[config.mk]
export PLATFORM = sky130hd
export DESIGN_NAME = systolic_feeder_flat
export DESIGN_NICKNAME = d
export VERILOG_FILES = /design/src/rtl/systolic_feeder_if.sv /design/src/rtl/systolic_feeder.sv /design/src/flat_wrapper.sv
export SDC_FILE = /design/constraint.sdc
export NUM_CORES = 1
export LEC_CHECK = 0
export CAP_MARGIN = 30
export CORE_MARGIN = 4
export CORE_UTILIZATION = 49
export DETAILED_ROUTE_END_ITERATION = 7
export PLACE_DENSITY_LB_ADDON = 0.05
export SYNTH_ARGS = -nofsm -noshare
export SYNTH_HDL_FRONTEND = slang
export SYNTH_SLANG_ARGS = --single-unit
[constraint.sdc]
create_clock -name clk -period 9.45 [get_ports clk]
set_clock_uncertainty 0.15 [all_clocks]
set_input_delay 1.89 -clock clk [delete_from_list [all_inputs] [get_ports clk]]
set_output_delay 1.89 -clock clk [all_outputs]
set_load 0.005 [all_outputs]
[src/rtl/systolic_feeder_if.sv]
// Bus between the systolic feeder and its surroundings: the element load
// handshake on one side, the skewed row/column streams and control towards
// the 3x3 processing-element array on the other.
interface systolic_feeder_if #(
  parameter int unsigned DATA_SIZE = 8
) ();

  logic                 in_valid;
  logic [DATA_SIZE-1:0] in_data;
  logic                 in_ready;

  logic [DATA_SIZE-1:0] a1;
  logic [DATA_SIZE-1:0] a2;
  logic [DATA_SIZE-1:0] a3;
  logic [DATA_SIZE-1:0] b1;
  logic [DATA_SIZE-1:0] b2;
  logic [DATA_SIZE-1:0] b3;

  logic                 pe_clr;
  logic                 busy;
  logic                 done;

  // Producer of matrix elements and consumer of the streams
  modport master (
    output in_valid,
    output in_data,
    input  in_ready,
    input  a1,
    input  a2,
    input  a3,
    input  b1,
    input  b2,
    input  b3,
    input  pe_clr,
    input  busy,
    input  done
  );

  // The feeder itself
  modport slave (
    input  in_valid,
    input  in_data,
    output in_ready,
    output a1,
    output a2,
    output a3,
    output b1,
    output b2,
    output b3,
    output pe_clr,
    output busy,
    output done
  );

endinterface

[src/rtl/systolic_feeder.sv]
// Systolic feeder for a 3x3 output-stationary matrix multiply array.
// Collects A then B (row-major, 18 elements), clears the array accumulators,
// streams skewed rows of A into the left edge and columns of B into the top
// edge over 5 cycles, waits 2 cycles for the far corner, then pulses done.
module systolic_feeder #(
  parameter int unsigned DATA_SIZE = 8
) (
  input  logic          clk,
  input  logic          reset,
  systolic_feeder_if.slave bus
);

  typedef enum logic [2:0] {
    StLoad,
    StClear,
    StStream,
    StDrain,
    StDone
  } state_e;

  state_e               state;
  logic [4:0]           load_cnt;
  // Stream step in StStream (0..4), reused as the drain cycle counter
  logic [2:0]           step;

  logic [DATA_SIZE-1:0] mat_a [9];
  logic [DATA_SIZE-1:0] mat_b [9];

  logic [DATA_SIZE-1:0] a_q [3];
  logic [DATA_SIZE-1:0] b_q [3];
  logic [DATA_SIZE-1:0] a_nxt [3];
  logic [DATA_SIZE-1:0] b_nxt [3];

  logic                 pe_clr_q;
  logic                 busy_q;
  logic                 done_q;
  logic                 in_ready_q;

  logic                 accept;
  logic [2:0]           t_sel;

  assign accept = (state == StLoad) && bus.in_valid;

  // Matrix storage; no reset needed since contents are only streamed after a full reload
  always_ff @(posedge clk) begin
    if (accept) begin
      if (load_cnt < 5'd9) begin
        mat_a[load_cnt[3:0]] <= bus.in_data;
      end else begin
        mat_b[4'(load_cnt - 5'd9)] <= bus.in_data;
      end
    end
  end

  // Stream values for the step about to be presented: step 0 when leaving
  // CLEAR, otherwise the step after the current one
  always_comb begin
    t_sel = (state == StClear) ? 3'd0 : step + 3'd1;
    for (int i = 0; i < 3; i++) begin
      a_nxt[i] = '0;
      b_nxt[i] = '0;
      if (int'(t_sel) >= i && int'(t_sel) - i <= 2) begin
        // Row i of A enters i cycles late; column i of B likewise
        a_nxt[i] = mat_a[4'(i * 3 + int'(t_sel) - i)];
        b_nxt[i] = mat_b[4'((int'(t_sel) - i) * 3 + i)];
      end
    end
  end

  // Control FSM with registered outputs
  always_ff @(posedge clk or negedge reset) begin
    if (!reset) begin
      state      <= StLoad;
      load_cnt   <= '0;
      step       <= '0;
      pe_clr_q   <= 1'b0;
      busy_q     <= 1'b0;
      done_q     <= 1'b0;
      in_ready_q <= 1'b1;
      for (int i = 0; i < 3; i++) begin
        a_q[i] <= '0;
        b_q[i] <= '0;
      end
    end else begin
      pe_clr_q <= 1'b0;
      done_q   <= 1'b0;
      for (int i = 0; i < 3; i++) begin
        a_q[i] <= '0;
        b_q[i] <= '0;
      end
      unique case (state)
        StLoad: begin
          if (bus.in_valid) begin
            if (load_cnt == 5'd17) begin
              state      <= StClear;
              load_cnt   <= '0;
              pe_clr_q   <= 1'b1;
              busy_q     <= 1'b1;
              in_ready_q <= 1'b0;
            end else begin
              load_cnt <= load_cnt + 5'd1;
            end
          end
        end
        StClear: begin
          state <= StStream;
          step  <= '0;
          for (int i = 0; i < 3; i++) begin
            a_q[i] <= a_nxt[i];
            b_q[i] <= b_nxt[i];
          end
        end
        StStream: begin
          if (step == 3'd4) begin
            state <= StDrain;
            step  <= '0;
          end else begin
            step <= step + 3'd1;
            for (int i = 0; i < 3; i++) begin
              a_q[i] <= a_nxt[i];
              b_q[i] <= b_nxt[i];
            end
          end
        end
        StDrain: begin
          if (step == 3'd1) begin
            state  <= StDone;
            step   <= '0;
            done_q <= 1'b1;
          end else begin
            step <= step + 3'd1;
          end
        end
        StDone: begin
          state      <= StLoad;
          load_cnt   <= '0;
          busy_q     <= 1'b0;
          in_ready_q <= 1'b1;
        end
        default: begin
          state      <= StLoad;
          load_cnt   <= '0;
          step       <= '0;
          busy_q     <= 1'b0;
          in_ready_q <= 1'b1;
        end
      endcase
    end
  end

  assign bus.in_ready = in_ready_q;
  assign bus.pe_clr   = pe_clr_q;
  assign bus.busy     = busy_q;
  assign bus.done     = done_q;
  assign bus.a1       = a_q[0];
  assign bus.a2       = a_q[1];
  assign bus.a3       = a_q[2];
  assign bus.b1       = b_q[0];
  assign bus.b2       = b_q[1];
  assign bus.b3       = b_q[2];

endmodule
[src/flat_wrapper.sv]
// flat-port wrapper written by rule: the top's interface ports become plain ports
module systolic_feeder_flat 
#(
  parameter int unsigned DATA_SIZE = 8
)
  (clk, reset, bus_in_valid, bus_in_data, bus_in_ready, bus_a1, bus_a2, bus_a3, bus_b1, bus_b2, bus_b3, bus_pe_clr, bus_busy, bus_done);
  systolic_feeder_if #(.DATA_SIZE(DATA_SIZE)) bus_i ();
  input  logic clk;
  input  logic reset;
  input wire logic [$bits(bus_i.in_valid)-1:0] bus_in_valid;
  input wire logic [$bits(bus_i.in_data)-1:0] bus_in_data;
  output wire logic [$bits(bus_i.in_ready)-1:0] bus_in_ready;
  output wire logic [$bits(bus_i.a1)-1:0] bus_a1;
  output wire logic [$bits(bus_i.a2)-1:0] bus_a2;
  output wire logic [$bits(bus_i.a3)-1:0] bus_a3;
  output wire logic [$bits(bus_i.b1)-1:0] bus_b1;
  output wire logic [$bits(bus_i.b2)-1:0] bus_b2;
  output wire logic [$bits(bus_i.b3)-1:0] bus_b3;
  output wire logic [$bits(bus_i.pe_clr)-1:0] bus_pe_clr;
  output wire logic [$bits(bus_i.busy)-1:0] bus_busy;
  output wire logic [$bits(bus_i.done)-1:0] bus_done;
  assign bus_i.in_valid = bus_in_valid;
  assign bus_i.in_data = bus_in_data;
  assign bus_in_ready = bus_i.in_ready;
  assign bus_a1 = bus_i.a1;
  assign bus_a2 = bus_i.a2;
  assign bus_a3 = bus_i.a3;
  assign bus_b1 = bus_i.b1;
  assign bus_b2 = bus_i.b2;
  assign bus_b3 = bus_i.b3;
  assign bus_pe_clr = bus_i.pe_clr;
  assign bus_busy = bus_i.busy;
  assign bus_done = bus_i.done;
  systolic_feeder #(.DATA_SIZE(DATA_SIZE)) u_core (.clk(clk), .reset(reset), .bus(bus_i));
endmodule
==> results of run 1 <==
-- registers in the layout, summed over array words and instances, names as in the netlist --
register             count
u_core.step              3
u_core.mat_b            72
u_core.bus.a1            8
u_core.bus.b3            8
u_core.state             3
u_core.bus.busy          1
u_core.mat_a            72
u_core.bus.pe_clr        1
u_core.bus.in_ready      1
u_core.bus.a2            8
u_core.load_cnt          5
u_core.bus.b1            8
u_core.bus.a3            8
u_core.bus.done          1
u_core.bus.b2            8
-- cell usage after synthesis, types with 4 or more instances --
cell type,number,area (µm²)
o211ai_1,8,60.06
mux4_2,25,563.0
a221oi_1,9,78.83
nor2b_1,17,106.4
buf_4,4,30.03
a221o_1,15,150.1
o22a_1,16,140.1
a211oi_1,20,150.1
edfxtp_1,144,4324
nand2_1,30,112.6
a311oi_1,13,113.9
nand3_1,4,20.02
clkbuf_1,18,67.56
nor2_1,42,157.7
and3_1,6,37.54
xnor2_1,4,35.03
o21a_1,4,30.03
buf_2,13,65.06
a22oi_1,7,52.55
o21ba_2,6,60.06
ha_1,18,225.2
nor3_1,14,70.07
dfrtp_1,62,1551
a22o_1,8,70.07
a21o_1,8,60.06
o22ai_1,14,87.58
nand2b_1,6,37.54
and2_1,19,118.9
a21oi_1,28,140.1
inv_1,16,60.06
mux2i_1,46,460.4
a21boi_0,4,30.03
buf_6,6,67.56
mux2_2,8,90.09
-- per-layer routing --
| metal | GRT usage, % | wire [µm] | up-vias |
|---|---|---|---|
| met1 | 39.15 | 12570 | 3257 |
| li1 | - | - | 2908 |
| met3 | 7.526 | 2953 | 35 |
| met2 | 30.03 | 9923 | 286 |
| met4 | 4.666 | 461 | 0 |
| met5 | 0 | 0 | - |
-- cells by family after synthesis --
kind of cell,synth area share (%)
muxes,11.23
xor gates and xnor gates,0.9467
and+or+nand+nor,8.280
buffers and inverters,3.155
DFF,59.54
adders and majority gates,2.474
AOI/OAI and AO/OA,14.38
-- worst paths after layout --
| check | startpoint | to | depth (start not counted) |
|---|---|---|---|
| min in group asynchronous | reset | u_core.bus.a2[7]$_DFF_PN0_ | 2 |
| max in group asynchronous | reset | u_core.load_cnt[2]$_DFFE_PN0P_ | 2 |
| hold / removal | u_core.bus.in_ready$_DFFE_PN1P_ | u_core.bus.in_ready$_DFFE_PN1P_ | 2 |
| setup / recovery | u_core.step[0]$_DFFE_PN0N_ | u_core.bus.b2[5]$_DFF_PN0_ | 13 |
| hold reg to reg | u_core.bus.in_ready$_DFFE_PN1P_ | u_core.bus.in_ready$_DFFE_PN1P_ | 2 |
| setup reg to reg | u_core.step[0]$_DFFE_PN0N_ | u_core.bus.b2[5]$_DFF_PN0_ | 13 |
-- through the flow --
stage	cell area (µm²)	hold WS, ps
floorplan	9913	298.2
global placement	10650	300.4
detailed placement	10660	305.4
CTS	11430	311.6
global route	11430	322.2
finish	11430	311.8
-- layout make-up --
cell class,count,area (µm²)
Sequential cell,207,5902
Tap cell,265,331.6
Clock inverter,16,185.2
Timing Repair Buffer,67,653.1
Fill cell,1613,8219
Clock buffer,25,593.1
Multi-Input combinational cell,444,3699
Inverter,19,71.32
-- critical path: cells and delay by family, from the launching register on --
family	cells	cell delay, ps
flip-flops	1	660
adder cells (fa/ha/maj)	4	1510
buffers and inverters	3	660
AO/OA/AOI/OAI	1	210
XOR/XNOR	2	740
AND/OR/NAND/NOR	3	1210
==> impl_results.md, run 1 <==
- Setup violators final: 0
- Global-route wire length before repair: 39.41 mm
- Most frequent cells in the layout: edfxtp_1, dfrtp_1, clkdlybuf4s50_1, mux2i_1, nor2_1
- Area Growth Syn to Fin: 15.35%
- Placed cells: 1002
- I/O Buffers: 62
- Overflow after GRT: 0
- CP Launch Type: register
- Worst-path maximum fanout: 41
- Starting DRT DRC Count: 721
- CP Cell Sequence: nor2_4 > inv_2 > ha_1 > ha_1 > inv_1 > ha_1 > inv_1 > fa_1 > xnor2_1 > xnor2_1 > nand2b_1 > o22ai_1 > nor3_1
- Setup_tns: 0 ps
- Avg Cell Area, Syn: 13.88 µm²
- Routability Congestion: 0.9537
- Share of cells above drive strength 1: 12.98%
- Inserted Diodes: 0
- Layout Nets: 792
- Slew headroom: 36.43%
- Clk_lat worst skew: 510 ps
- Post-route insts no fill: 1043
- Synth cell types: 70
- Number of synthesized flops with an enable pin: 144
- Final Util: 58.18%
- Fin. Hold Viols: 0
- Setup WS post-layout: 4152 ps
- Worst Hold Class: register to register
- Max Freq: 188.7 MHz
- Seq/Total Area, Yosys: 59.54%
- Fin crit period: 5298 ps
- Initial antenna violation count: 0
- Crit path DAT: 5500 ps
- Vias in the first global route: 6217
- Area of the die: 22570 µm²
- Count of cells resized by post-cts repair: 0
- Starting Density: 50.44%
- Run status: finished, final reports clean
- Fraction of registers with async set/reset: 30.43%
- Root buffer cell: clkbuf_16
- GR Util All Layers: 23.63%
- FF-to-FF setup slack: 4150 ps
- H-tree depth: 1
- Clock sinks: 207
- Slew @ Worst Pin: 950.0 ps
- CTS buffer count: 23
- Max Cap Viol: 0
- Cell row count: 51
- Clock tree buffer depth: 3
- IO Count: 63
- Largest net degree at the start of global routing: 64
- DRT Pass-1 Iters: 4
- Synthesized flop and latch total: 207
- Setup Buffers After CTS: 0
- Yosys warns: 0
- Clock-pin slew on the worst setup and hold paths: 60 ps
- Core area: 19650 µm²
- Total wire length: 25.91 mm
- Die W: 150.2 µm
- Slew Viols, Final: 0
- Synth Flop Type: edfxtp_1
- Die height: 150.2 µm
- Synthesized instance count: 714
- HPWL Detailed: 18.40 mm
- Setup slack at placement: 4152 ps
- DRC: 0
- ANT nets after route: 0
- Max incr delay on CP: 780 ps
- DR WL/cell: 24.84 µm
- Cell Area, Synth: 9913 µm²
- Commonest non-fill, non-tap cell in the layout: edfxtp_1
- Crit. End Element: register
- RSZ-0062 raised after global routing: no
- Syn Nets: 744
- Final cycle utilization of the critical path: 56.07%
- CP max-delay cell: nor2_4
- Worst path required time: 9650 ps
- Hold_buf cts: 0
- CTS tree: yes
- Vias/cell: 6.219
- CP most frequent cell: ha_1
- Critical path class: register to register
- Via count: 6486
Power of run 1 is not shown: default switching activity piles up to over one toggle a cycle in this logic, so the estimate is an artifact.
==> run 2: changes to the inputs <==
==> constraint.sdc (replaced) <==
create_clock -name clk -period 4.3 [get_ports clk]
set_clock_uncertainty 0.15 [all_clocks]
set_input_delay 0.86 -clock clk [delete_from_list [all_inputs] [get_ports clk]]
set_output_delay 0.86 -clock clk [all_outputs]
set_load 0.005 [all_outputs]
==> impl_results.md, run 2 (synthesis gave the netlist of run 1 again) <==
- Worst-path maximum fanout: 18 (-56%)
- Count of cells resized by post-cts repair: 0 (unchanged)
- CTS buffer count: 23 (unchanged)
- CP max-delay cell: ha_1
- Top delay family on crit path: adder cells
- Total wire length: 25.98 mm (+0.29%)
- Slew Viols, Final: 0 (unchanged)
- Max Freq: 254.5 MHz (+35%)
- CP Launch Type: register
- Hold_buf cts: 0 (unchanged)
- Clk_lat worst skew: 510 ps (about the same)
- Worst Hold Class: input pin to asynchronous set/reset pin
- Share of cells above drive strength 1: 13.94% (+0.96 points)
- Die height: 150.2 µm (unchanged)
- Starting Density: 50.44% (unchanged)
- Fin. Hold Viols: 0 (unchanged)
- RSZ-0062 raised after global routing: no
- CTS tree: yes
- CP most frequent cell: ha_1
- Largest net degree at the start of global routing: 44 (-31%)
- Slew @ Worst Pin: 965.0 ps (+14.96 ps)
- Clock sinks: 207 (unchanged)
- DRC: 0 (unchanged)
- Root buffer cell: clkbuf_16
- Die W: 150.2 µm (unchanged)
- Vias in the first global route: 6270 (+0.85%)
- Crit path DAT: 4120 ps (-1380 ps)
- DR WL/cell: 24.65 µm (-0.76%)
- H-tree depth: 1 (unchanged)
- Max incr delay on CP: 500 ps (-280 ps)
- Vias/cell: 6.218 (about the same)
- Cell row count: 51 (unchanged)
- Initial antenna violation count: 0 (unchanged)
- Fin crit period: 3929 ps (-1369 ps)
- Critical path class: register to register
- IO Count: 63 (unchanged)
- Slew headroom: 35.46% (-0.96 points)
- Setup Buffers After CTS: 0 (unchanged)
- Area Growth Syn to Fin: 16.33%
- GR Util All Layers: 23.36% (-0.27 points)
- Global-route wire length before repair: 39.34 mm (-0.18%)
- Inserted Diodes: 0 (unchanged)
- Routability Congestion: 0.8866 (-7.0%)
- Worst path required time: 4490 ps (-5160 ps)
- DRT Pass-1 Iters: 6 (+2)
- Overflow after GRT: 0 (unchanged)
- Via count: 6554 (+1.0%)
- Clock tree buffer depth: 3 (unchanged)
- HPWL Detailed: 18.42 mm (+0.13%)
- Setup violators final: 0 (unchanged)
- Setup_tns: 0 ps (unchanged)
- Layout Nets: 803 (+1.4%)
- Starting DRT DRC Count: 897 (+24%)
- Fill count: 1633 (+1.2%)
- Most frequent cells in the layout: edfxtp_1, dfrtp_1, clkdlybuf4s50_1, mux2i_1, nor2_1
- Core area: 19650 µm² (unchanged)
- Commonest non-fill, non-tap cell in the layout: edfxtp_1
- ANT nets after route: 0 (unchanged)
- Run status: finished, final reports clean
- Final Util: 58.68% (+0.50 points)
- CP Cell Sequence: inv_1 > ha_1 > nand2_4 > ha_1 > ha_1 > inv_1 > ha_1 > inv_1 > fa_1 > xnor2_1 > xnor2_1 > buf_4 > nand2b_1 > o22ai_1 > nor3_1
- I/O Buffers: 62 (unchanged)
- Crit path buffers/inverters: 4 (+1)
- Clock-pin slew on the worst setup and hold paths: 70 ps (about the same)
- Final cycle utilization of the critical path: 91.37% (+35 points)
- Max Cap Viol: 0 (unchanged)
- Area of the die: 22570 µm² (unchanged)
- Crit. End Element: register
==> run 2: cell count changes in the layout (fill, tap and decap cells not counted), sizes merged <==
cell / change
bufinv: +1
inv: -2
clkinv: -1
buf: +11
clkbuf: +5
clkinvlp: -3
==> run 2: final timing paths <==
| path | slack, ps | from | cells after the start | to |
|---|---|---|---|---|
| setup / recovery | 370 | u_core.step[0]$_DFFE_PN0N_ | 15 | u_core.bus.b2[5]$_DFF_PN0_ |
| hold / removal | 320 | reset | 1 | u_core.bus.a1[1]$_DFF_PN0_ |
| setup reg to reg | 370 | u_core.step[0]$_DFFE_PN0N_ | 15 | u_core.bus.b2[5]$_DFF_PN0_ |
| hold reg to reg | 330 | u_core.bus.in_ready$_DFFE_PN1P_ | 2 | u_core.bus.in_ready$_DFFE_PN1P_ |
| max in group asynchronous | 2810 | reset | 2 | u_core.bus.b2[0]$_DFF_PN0_ |
| min in group clk | 330 | u_core.bus.in_ready$_DFFE_PN1P_ | 2 | u_core.bus.in_ready$_DFFE_PN1P_ |
==> run 2: layout make-up <==
class / count / area [µm²] / share of cell area, %
flip-flops and latches: 207 / 5902 / 51.18
repair buffers: 78 / 735.7 / 6.380
inverters: 19 / 71.32 / 0.6184
clock inverters: 11 / 161.4 / 1.400
well taps: 265 / 331.6 / 2.875
clock buffers: 30 / 631.9 / 5.479
multi-input cells: 444 / 3699 / 32.07
==> run 2: routing by layer <==
metal	share of wire, %	GRT usage [%]	up-vias
met3	11	5.298	32
met2	40	31.45	371
li1	-	-	2925
met4	1.2	3.797	0
met1	48	38.94	3226
met5	0	0	-
==> run 2: stage by stage <==
step | instance area (µm²) | hold WS (ps) | cells | setup slack, ps
global route | 11530 | 345.3 | 1054 | 152.5
CTS | 11530 | 337.7 | 1054 | 410.3
finish | 11530 | 322.4 | 1054 | 371.1
global placement | 10740 | 301.0 | 1013 | 636.1
detailed placement | 10740 | 324.2 | 1013 | 440.1
floorplan | 9913 | 298.2 | 714 | 88.81
Power of run 2 is left out for the same reason.
==> run 3: changes to the inputs <==
--- a/config.mk
+++ b/config.mk
@@ -10,6 +10,7 @@
 export CORE_UTILIZATION = 49
 export DETAILED_ROUTE_END_ITERATION = 7
 export PLACE_DENSITY_LB_ADDON = 0.05
+export SETUP_SLACK_MARGIN = 0.1
 export SYNTH_ARGS = -nofsm -noshare
 export SYNTH_HDL_FRONTEND = slang
 export SYNTH_SLANG_ARGS = --single-unit
==> impl_results.md, run 3 (synthesis gave the netlist of run 1 again) <==
- Run status: finished, final reports clean
- DR WL/cell: 24.21 µm (-1.8%)
- FF+latch area: 5903 µm² (about the same)
- Worst Hold Class: input pin to asynchronous set/reset pin
- Overflow after GRT: 0 (unchanged)
- Critical path class: register to register
- Slew @ Worst Pin: 951.2 ps (-13.83 ps)
- Initial antenna violation count: 0 (unchanged)
- Placed Area: 10750 µm² (+0.14%)
- Area Growth Syn to Fin: 15.62%
- Max incr delay on CP: 480 ps (-20 ps)
- Setup violators final: 0 (unchanged)
- Starting DRT DRC Count: 684 (-24%)
- Starting Density: 50.44% (unchanged)
- CP Cell Sequence: nor3b_4 > nor2_4 > buf_4 > inv_1 > ha_1 > a31oi_1 > inv_1 > ha_1 > inv_1 > fa_1 > xnor2_1 > xnor2_2 > nand2_1 > o22ai_1 > nor3_1
- Setup_tns: 0 ps (unchanged)
- Die height: 150.2 µm (unchanged)
- Setup WS post-layout: 486.9 ps (+115.8 ps)
- Inserted Diodes: 0 (unchanged)
- Final cycle utilization of the critical path: 88.68% (-2.7 points)
- Post-route cell area: 11460 µm² (-0.61%)
- IO Count: 63 (unchanged)
- DRC: 0 (unchanged)
- Setup crit start: u_core.state[0]$_DFFE_PN0P_
- H-tree depth: 1 (unchanged)
- Clk_lat worst skew: 510 ps (about the same)
- ANT nets after route: 0 (unchanged)
- Via count: 6547 (-0.11%)
- CTS buffer count: 23 (unchanged)
- GR Util All Layers: 22.87% (-0.49 points)
- Vias in the first global route: 6231 (-0.62%)
- DRT Pass-1 Iters: 5 (-1)
- Fin crit period: 3813 ps (-115.8 ps)
- Most frequent cells in the layout: edfxtp_1, clkdlybuf4s50_1, dfrtp_1, mux2i_1, nor2_1
- Largest net degree at the start of global routing: 56 (+27%)
- HPWL Detailed: 17.97 mm (-2.5%)
- FF-to-FF setup slack: 490 ps (+120 ps)
- Clock-pin slew on the worst setup and hold paths: 60 ps (about the same)
- Commonest non-fill, non-tap cell in the layout: edfxtp_1
- Min Hold Slack: 300.4 ps (-21.98 ps)
- Vias/cell: 6.188 (-0.48%)
- Fill count: 1604 (-1.8%)
- Clock tree buffer depth: 3 (unchanged)
- Reg2reg path depth: 15 (unchanged)
- CP Launch Type: register
- Slew headroom: 36.39% (+0.92 points)
- Share of cells above drive strength 1: 13.62% (-0.32 points)
- Fin. Hold Viols: 0 (unchanged)
- Global-route wire length before repair: 38.61 mm (-1.9%)
- Max Cap Viol: 0 (unchanged)
- Launching point of the worst reg2reg path: u_core.state[0]$_DFFE_PN0P_
- Routability Congestion: 0.9020 (+1.7%)
- Clock sinks: 207 (unchanged)
- Area occupied by multi-input gates: 3706 µm² (+0.20%)
- Max Freq: 262.3 MHz (+3.0%)
- RSZ-0062 raised after global routing: no
- Die W: 150.2 µm (unchanged)
- Area of the die: 22570 µm² (unchanged)
- Crit path DAT: 4010 ps (-110 ps)
- CP max-delay cell: dfrtp_1
- Worst path required time: 4490 ps (about the same)
- Root buffer cell: clkbuf_16
- Crit. End Element: register
- Hold_buf cts: 0 (unchanged)
- Cell row count: 51 (unchanged)
- Setup slack at placement: 336.2 ps (-103.9 ps)
- Slew Viols, Final: 0 (unchanged)
- Worst-path maximum fanout: 22 (+4)
- Core area: 19650 µm² (unchanged)
- CP most frequent cell: inv_1
- CTS tree: yes
- Total wire length: 25.62 mm (-1.4%)
- I/O Buffers: 62 (unchanged)
- Layout Nets: 807 (+0.50%)
[run 3: final cells by class]
| type | instances | area share (%) |
|---|---|---|
| tap | 265 | 2.893 |
| clock buffer | 32 | 5.403 |
| multi-input combinational | 444 | 32.33 |
| sequential | 207 | 51.50 |
| clock inverter | 9 | 0.5676 |
| inverter | 19 | 0.6222 |
| timing repair buffer | 82 | 6.681 |
[run 3: repair_timing]
item                       in CTS  in global routing
gates resized for setup         0                  1
setup buffers                   0                  3
setup endpoints to repair       0                  8
[run 3: worst paths after layout]
| path | end |
|---|---|
| hold reg to reg | u_core.bus.in_ready$_DFFE_PN1P_ |
| hold / removal | u_core.bus.a2[7]$_DFF_PN0_ |
| max in group asynchronous | u_core.bus.b3[4]$_DFF_PN0_ |
| setup reg to reg | u_core.bus.b2[3]$_DFF_PN0_ |
| min in group clk | u_core.bus.in_ready$_DFFE_PN1P_ |
| setup / recovery | u_core.bus.b2[3]$_DFF_PN0_ |
[run 3: per-layer routing]
metal  vias to the layer above  part of all wire (%)  GRT usage [%]  wire length (µm)
met2                       336                    41          31.09             10410
met1                      3255                    47          37.41             12140
met5                         -                     0              0                 0
li1                       2931                     -              -                 -
met4                         0                   1.2          4.071               318
met3                        25                    11          5.629              2747
[run 3: per-stage QoR]
stage          util (%)  cells
2_1_floorplan         -    714
3_3_place_gp      54.72   1014
3_5_place_dp      54.72   1014
4_1_cts           58.20   1055
5_1_grt           58.32   1058
6_report          58.32   1058
[run 3: worst max-delay path: cells and delay by family (launching register included)]
kind | cells | cell delay (ps)
XOR/XNOR | 2 | 460
flip-flops | 1 | 480
buffers and inverters | 4 | 580
AO/OA/AOI/OAI | 2 | 400
adder cells (fa/ha/maj) | 3 | 910
AND/OR/NAND/NOR | 4 | 670
Power of run 3 is left out for the same reason.
